[config.mk]
export PLATFORM = sky130hd
export DESIGN_NAME = control_sequencer_flat
export DESIGN_NICKNAME = d
export VERILOG_FILES = /design/src/rtl/control_sequencer_if.sv /design/src/rtl/control_sequencer.sv /design/src/flat_wrapper.sv
export SDC_FILE = /design/constraint.sdc
export NUM_CORES = 1
export LEC_CHECK = 0
export CAP_MARGIN = 20
export CELL_PAD_IN_SITES_DETAIL_PLACEMENT = 0
export CELL_PAD_IN_SITES_GLOBAL_PLACEMENT = 2
export CORE_MARGIN = 10
export CORE_UTILIZATION = 20
export CTS_BUF_LIST = sky130_fd_sc_hd__clkbuf_8
export CTS_CLUSTER_SIZE = 24
export DETAILED_ROUTE_END_ITERATION = 7
export GPL_TIMING_DRIVEN = 0
export PLACE_DENSITY = 0.87
export SLEW_MARGIN = 10
export SYNTH_ARGS = -nofsm -noshare
export SYNTH_HDL_FRONTEND = slang
export SYNTH_SLANG_ARGS = --single-unit
[constraint.sdc]
create_clock -name clk -period 1.7 [get_ports clk]
set_input_delay 0.255 -clock clk [delete_from_list [all_inputs] [get_ports clk]]
set_output_delay 0.255 -clock clk [all_outputs]
set_load 0.02 [all_outputs]
[src/rtl/control_sequencer_if.sv]
// Strobe and opcode bundle between the control sequencer and the bus-attached datapath.
// The master side is the sequencer; the slave side is the datapath that obeys the strobes.
interface control_sequencer_if;
    logic [3:0] opcode;
    logic       pc_step;
    logic       pc_oe;
    logic       pc_ie;
    logic       mar_ie;
    logic       ram_oe;
    logic       ir_ie;
    logic       ir_oe;
    logic       a_ie;
    logic       a_oe;
    logic       b_ie;
    logic       alu_oe;
    logic       alu_sub;
    logic       out_ie;
    logic       halt;
    logic [2:0] tstate;

    modport master (
        input  opcode,
        output pc_step, pc_oe, pc_ie, mar_ie, ram_oe, ir_ie, ir_oe,
               a_ie, a_oe, b_ie, alu_oe, alu_sub, out_ie, halt, tstate
    );

    modport slave (
        output opcode,
        input  pc_step, pc_oe, pc_ie, mar_ie, ram_oe, ir_ie, ir_oe,
               a_ie, a_oe, b_ie, alu_oe, alu_sub, out_ie, halt, tstate
    );
endinterface

[src/rtl/control_sequencer.sv]
// Moore T-state sequencer for the 8-bit bus computer: fetch in T0/T1, opcode-decoded execute in T2-T4.
// Define CTRL_JMP_EN to decode opcode 0110 as JMP; otherwise it executes as a NOP.
module control_sequencer (
    input  logic                        clk,
    input  logic                        rst,
    control_sequencer_if.master         bus
);

    typedef enum logic [2:0] {
        T0   = 3'd0,
        T1   = 3'd1,
        T2   = 3'd2,
        T3   = 3'd3,
        T4   = 3'd4,
        HALT = 3'd5
    } state_t;

    localparam logic [3:0] OP_LDA = 4'b0000;
    localparam logic [3:0] OP_ADD = 4'b0001;
    localparam logic [3:0] OP_SUB = 4'b0010;
    localparam logic [3:0] OP_JMP = 4'b0110;
    localparam logic [3:0] OP_OUT = 4'b1110;
    localparam logic [3:0] OP_HLT = 4'b1111;

    state_t     state;
    state_t     next_state;

    logic       pc_step;
    logic       pc_oe;
    logic       pc_ie;
    logic       mar_ie;
    logic       ram_oe;
    logic       ir_ie;
    logic       ir_oe;
    logic       a_ie;
    logic       a_oe;
    logic       b_ie;
    logic       alu_oe;
    logic       alu_sub;
    logic       out_ie;
    logic       halt;
    logic [2:0] tstate;

    always_ff @(posedge clk or negedge rst) begin
        if (!rst) begin
            state <= T0;
        end else begin
            state <= next_state;
        end
    end

    // Outputs stay forced low while rst is held, even though the state register already reads T0.
    always_comb begin
        next_state = state;
        pc_step    = 1'b0;
        pc_oe      = 1'b0;
        pc_ie      = 1'b0;
        mar_ie     = 1'b0;
        ram_oe     = 1'b0;
        ir_ie      = 1'b0;
        ir_oe      = 1'b0;
        a_ie       = 1'b0;
        a_oe       = 1'b0;
        b_ie       = 1'b0;
        alu_oe     = 1'b0;
        alu_sub    = 1'b0;
        out_ie     = 1'b0;
        halt       = 1'b0;
        tstate     = 3'd0;

        if (rst) begin
            case (state)
                T0: begin
                    tstate     = 3'd0;
                    pc_oe      = 1'b1;
                    mar_ie     = 1'b1;
                    next_state = T1;
                end
                T1: begin
                    tstate     = 3'd1;
                    ram_oe     = 1'b1;
                    ir_ie      = 1'b1;
                    pc_step    = 1'b1;
                    next_state = T2;
                end
                T2: begin
                    tstate     = 3'd2;
                    next_state = T0;
                    case (bus.opcode)
                        OP_LDA, OP_ADD, OP_SUB: begin
                            ir_oe      = 1'b1;
                            mar_ie     = 1'b1;
                            next_state = T3;
                        end
                        OP_OUT: begin
                            a_oe   = 1'b1;
                            out_ie = 1'b1;
                        end
                        OP_HLT: begin
                            next_state = HALT;
                        end
`ifdef CTRL_JMP_EN
                        OP_JMP: begin
                            ir_oe = 1'b1;
                            pc_ie = 1'b1;
                        end
`endif
                        default: begin
                            next_state = T0;
                        end
                    endcase
                end
                T3: begin
                    tstate     = 3'd3;
                    next_state = T0;
                    case (bus.opcode)
                        OP_LDA: begin
                            ram_oe = 1'b1;
                            a_ie   = 1'b1;
                        end
                        OP_ADD, OP_SUB: begin
                            ram_oe     = 1'b1;
                            b_ie       = 1'b1;
                            alu_sub    = (bus.opcode == OP_SUB);
                            next_state = T4;
                        end
                        default: begin
                            next_state = T0;
                        end
                    endcase
                end
                T4: begin
                    tstate     = 3'd4;
                    next_state = T0;
                    if (bus.opcode == OP_ADD || bus.opcode == OP_SUB) begin
                        alu_oe  = 1'b1;
                        a_ie    = 1'b1;
                        alu_sub = (bus.opcode == OP_SUB);
                    end
                end
                HALT: begin
                    halt       = 1'b1;
                    next_state = HALT;
                end
                default: begin
                    next_state = T0;
                end
            endcase
        end
    end

    assign bus.pc_step = pc_step;
    assign bus.pc_oe   = pc_oe;
    assign bus.pc_ie   = pc_ie;
    assign bus.mar_ie  = mar_ie;
    assign bus.ram_oe  = ram_oe;
    assign bus.ir_ie   = ir_ie;
    assign bus.ir_oe   = ir_oe;
    assign bus.a_ie    = a_ie;
    assign bus.a_oe    = a_oe;
    assign bus.b_ie    = b_ie;
    assign bus.alu_oe  = alu_oe;
    assign bus.alu_sub = alu_sub;
    assign bus.out_ie  = out_ie;
    assign bus.halt    = halt;
    assign bus.tstate  = tstate;

endmodule

[src/flat_wrapper.sv]
// flat-port wrapper written by rule: the top's interface ports become plain ports
module control_sequencer_flat 
  (clk, rst, bus_opcode, bus_pc_step, bus_pc_oe, bus_pc_ie, bus_mar_ie, bus_ram_oe, bus_ir_ie, bus_ir_oe, bus_a_ie, bus_a_oe, bus_b_ie, bus_alu_oe, bus_alu_sub, bus_out_ie, bus_halt, bus_tstate);
  control_sequencer_if bus_i ();
  input  logic clk;
  input  logic rst;
  input wire logic [$bits(bus_i.opcode)-1:0] bus_opcode;
  output wire logic [$bits(bus_i.pc_step)-1:0] bus_pc_step;
  output wire logic [$bits(bus_i.pc_oe)-1:0] bus_pc_oe;
  output wire logic [$bits(bus_i.pc_ie)-1:0] bus_pc_ie;
  output wire logic [$bits(bus_i.mar_ie)-1:0] bus_mar_ie;
  output wire logic [$bits(bus_i.ram_oe)-1:0] bus_ram_oe;
  output wire logic [$bits(bus_i.ir_ie)-1:0] bus_ir_ie;
  output wire logic [$bits(bus_i.ir_oe)-1:0] bus_ir_oe;
  output wire logic [$bits(bus_i.a_ie)-1:0] bus_a_ie;
  output wire logic [$bits(bus_i.a_oe)-1:0] bus_a_oe;
  output wire logic [$bits(bus_i.b_ie)-1:0] bus_b_ie;
  output wire logic [$bits(bus_i.alu_oe)-1:0] bus_alu_oe;
  output wire logic [$bits(bus_i.alu_sub)-1:0] bus_alu_sub;
  output wire logic [$bits(bus_i.out_ie)-1:0] bus_out_ie;
  output wire logic [$bits(bus_i.halt)-1:0] bus_halt;
  output wire logic [$bits(bus_i.tstate)-1:0] bus_tstate;
  assign bus_i.opcode = bus_opcode;
  assign bus_pc_step = bus_i.pc_step;
  assign bus_pc_oe = bus_i.pc_oe;
  assign bus_pc_ie = bus_i.pc_ie;
  assign bus_mar_ie = bus_i.mar_ie;
  assign bus_ram_oe = bus_i.ram_oe;
  assign bus_ir_ie = bus_i.ir_ie;
  assign bus_ir_oe = bus_i.ir_oe;
  assign bus_a_ie = bus_i.a_ie;
  assign bus_a_oe = bus_i.a_oe;
  assign bus_b_ie = bus_i.b_ie;
  assign bus_alu_oe = bus_i.alu_oe;
  assign bus_alu_sub = bus_i.alu_sub;
  assign bus_out_ie = bus_i.out_ie;
  assign bus_halt = bus_i.halt;
  assign bus_tstate = bus_i.tstate;
  control_sequencer u_core (.clk(clk), .rst(rst), .bus(bus_i));
endmodule
* After elaboration in Yosys (flattened, before gate mapping)
Index checks and enable logic that the tools add are counted.
Widths: inputs -> output; s select.
** Storage, ports and cells
- Register bits after elaboration :: 3
- Output and inout port bits :: 17
- Logic and storage cells :: 49
** Operators by class
- Equality and inequality tests :: 9
- Multiplexer cells :: 34
- Reductions and logical operators :: 5
** Operators by type and width (count)
- $mux 1 :: 25
- $pmux 3 s5 :: 1
- $pmux 3 s4 :: 1
- $eq 4x4->1 const B :: 2
- $pmux 1 s2 :: 4
- $eq 3x2->1 const B :: 2
- $eq 3x3->1 const B :: 2
- $mux 3 :: 2
- $pmux 3 s2 :: 1
- $eq 4x1->1 const B :: 1
- $eq 4x2->1 const B :: 1
- $logic_not 4->1 :: 1
- $eq 3x1->1 const B :: 1
- $logic_not 3->1 :: 1
- $reduce_or 3->1 :: 1
- $reduce_or 2->1 :: 1
- $logic_or 1x1->1 :: 1

* Logic depth before layout (Yosys ltp)
- Depth after elaboration :: 5
- Gate-level depth with buffers :: 5
- Depth with buffers taken out :: 4

* Worst setup path after synthesis
No wires, ideal clock.
- Path type :: reg-to-output
- Start point :: register u_core.state[2]
- End point :: output port bus_out_ie
- Arrival :: 1.476 ns
- Data required time :: 1.445 ns
- Setup slack :: -0.031 ns
- Stages on the path, launching flop included :: 4
- Cell sequence :: dfrtp_1 -> nand3b_1 -> nor3_1 -> buf_4
** On the way
- Cells in the longest elaborated chain, start to end :: 3
** Ends and longest elaborated chain
- from (decl) :: RTL line control_sequencer.sv:25 : state_t state;
- from (signal assigned) :: RTL line control_sequencer.sv:48 : state <= next_state;
- $eq 3x2->1
- $mux 1 (2 in a row)
- to (decl) :: RTL line flat_wrapper.sv:20 : output wire logic [$bits(bus_i.out_ie)-1:0] bus_out_ie;
No other way between the ends.

* Worst setup path in the final report
- Start point :: register u_core.state[2]
- End point :: output port bus_a_ie
** On the way
- Cells in the longest elaborated chain, start to end :: 3
** Ends and longest elaborated chain
- $eq 3x3->1 / $eq 3x2->1 (equally long branches) :: RTL line control_sequencer.sv:72 : case (state)
- $pmux 1 s2 (*) :: RTL line control_sequencer.sv:72
- $mux 1 (*) :: RTL line control_sequencer.sv:71 : if (rst) begin
- to (decl) :: RTL line flat_wrapper.sv:15 : output wire logic [$bits(bus_i.a_ie)-1:0] bus_a_ie;
Every way passes the cells marked *; elsewhere a longest branch is shown, timed or not.

==> impl_metrics.json <==
{
  "gr-usage-met3_pct": 2.37,
  "cp.required_ns": 1.44,
  "status": "complete, no violations",
  "dieHeight_um": 65.8,
  "ir_drop_mv": 0.636,
  "p_sw_share_pct": 40.0,
  "vias": 520,
  "finalCritPeriodShare_pct": 100,
  "dr.first_iter.drc_count": 6,
  "via_per_inst": 4.52,
  "place_hpwl_um": 1060,
  "cts.reportedPaths.clkPinSlew_ns": 0.03,
  "antenna_found_initial": 0,
  "track_usage_pct": 6.48,
  "setup_tns_ns": 0,
  "ant_nets": 0,
  "grt_first_pass_wirelength_um": 2260,
  "syn_nets": 60,
  "start_util_pct": 21.2,
  "htreeDepth": 1,
  "fp.dieW_um": 65.8,
  "fill_cells": 217,
  "clkSinkCount": 3,
  "totalWireLength_um": 1390,
  "root_buffer": "clkbuf_8",
  "power_frac_comb_pct": 64.6,
  "reg2reg_depth": 3,
  "grt-ovfl-total": 0,
  "drc": 0,
  "largest_register_ffs": 3,
  "crit_fanout": 7,
  "synth_area_um2": 420,
  "p_seq_share_pct": 13.8,
  "cap_violations": 0,
  "p_int_w": 0.000542,
  "fmaxAchievable_ghz": 0.588,
  "wire_per_inst_um": 12.1,
  "p_per_area_nw_per_um2": 1210,
  "hold_path.class": "in -> async",
  "skew_ns": 0.000325,
  "drt_first_pass_iters": 4,
  "n_antenna_cell": 0,
  "cts_tree": "built",
  "maxSlewViolCount": 0,
  "end_kind": "output pin",
  "period_minus_slack_ns": 1.70,
  "rr_endpoint": "u_core.state[0]",
  "cp_data_arrival_time_ns": 1.44,
  "met1_usage_pct": 6.21,
  "synth_cell_types": 29,
  "crit_type": "reg -> out",
  "boundaryPins": 23,
  "top_usage_layer": "met2",
  "ys.flop_type": "dfrtp_1",
  "p_clk_share_pct": 21.6,
  "yosysWarnings": 0,
  "seq_area_frac_synth_pct": 17.9,
  "fin_total_pwr_w": 0.000903,
  "die_area_um2": 4340,
  "clockBufferDepth": 2,
  "syn_area_per_cell_um2": 7.79,
  "largestRegisters": "u_core.state (3)",
  "syn-instance-count": 54,
  "ys_ff_latch": 3,
  "r2r_slack_ns": 0.53,
  "synthArstFlopShare_pct": 100,
  "start_kind": "flop",
  "hold_violations": 0,
  "synth_edf_count": 0,
  "synth_area_leaders": "dfrtp_1 (18%), nor2_1 (6.3%), nand4b_1 (6.2%)",
  "yosys.area.top_type": "dfrtp_1",
  "grt_pass1_vias": 535,
  "ys_top_cells_by_count": "nor2_1 (7), inv_1 (4)",
  "num_rows": 16,
  "worstReg2RegStart": "u_core.state[2]",
  "cts_inserted_buffers": 3,
  "rsz0062_at_grt": "yes",
  "io_buffers": 20,
  "drive_above_1_share_pct": 42.0,
  "area_growth_pct": 78.0,
  "p_leak_nw": 0.376,
  "coreArea_um2": 1980,
  "clock_latency_ns": 0.21,
  "finalSetupViolations": 0,
  "synth_top_area_share_pct": 17.9,
  "synth.most_common_cell": "nor2_1",
  "grt_util_met2_pct": 12.2,
  "p_sw_w": 0.000361,
  "place_congestion": 0.650,
  "top_register": "u_core.state",
  "grt_max_degree": 11,
  "fin_nets": 95
}
routing by layer:
layer  up-vias  part of all wire, %
met2        12                   54
met3         0                  6.9
met4         0                    0
li1        258                    -
met5         -                    0
met1       250                   39
critical path, stage by stage, from the launching register on:
cell and delay (ns):
dfrtp_2 0.43, nand4bb_1 0.15, inv_1 0.07, and2_1 0.15, o311a_1 0.29, buf_6 0.14
power by group through the flow:
stage	clock network [W]	registers (W)	logic [W]
finish	0.000195	0.000124	0.000584
global route	0.000208	0.000130	0.000636
CTS	0.000200	0.000123	0.000513
detailed placement	0	0.000125	0.000489
global placement	0	0.000123	0.000485
floorplan	0	0.000117	0.000308
cells by family after synthesis:
logic type,Yosys count,share of synthesized area (%)
AND/OR/NAND/NOR,25,35.7
AO/OA/AOI/OAI,13,26.8
buffers and inverters,11,16.7
flip-flops,3,17.9
XOR/XNOR,1,2.08
other,1,0.892
stage by stage:
step | setup WS [ns] | area, µm² | hold slack (ns) | util (%) | std cells
global route | -0.0713 | 748 | 0.519 | 37.8 | 115
finish | 0.000326 | 748 | 0.499 | 37.8 | 115
CTS | -0.00756 | 739 | 0.508 | 37.3 | 109
floorplan | 0.182 | 425 | -0.0406 | - | 54
detailed placement | -0.747 | 659 | 0.474 | 33.3 | 101
global placement | -0.740 | 659 | 0.470 | 33.3 | 101
how the worst max path moves through the flow:
stage / start / to / slack [ns]
floorplan: u_core.state[2] / bus_out_ie / 0.18
global placement: rst / bus_mar_ie / -0.74
detailed placement: rst / bus_mar_ie / -0.75
CTS: u_core.state[2] / bus_a_ie / -0.008
global route: u_core.state[2] / bus_a_ie / -0.07
finish: u_core.state[2] / bus_a_ie / 0.0003
layout make-up:
type	count	area, µm²	share of cell area, %
Clock buffer	3	41.3	5.52
Sequential cell	3	76.3	10.2
Inverter	4	15.0	2.01
Timing Repair Buffer	30	228	30.4
Clock inverter	1	3.75	0.502
Multi-Input combinational cell	40	283	37.8
Tap cell	27	33.8	4.52
Buffer	7	67.6	9.03
cells in the final DEF (no fill, tap or decap), types with 2 or more instances in the layout:
master and n:
o21ai_0 2, nand2_1 2, clkbuf_8 3, clkbuf_2 5, clkdlybuf4s15_2 2, clkdlybuf4s15_1 2, a21oi_1 3, nand3b_1 3
nand4b_1 3, buf_6 5, inv_1 5, buf_2 4, dfrtp_1 2, nor2_1 6, buf_4 13, nor3_1 2
dlygate4sd2_1 5
what timing repair did:
action                                  in CTS  in global routing
setup buffers                                3                  6
pin swaps                                    1                  3
endpoints found under the hold margin        3                  0
endpoints found under the setup margin      16                 13
hold buffers                                 1                  0
resized for setup                           46                 16
(Power assumes the default switching activity.)
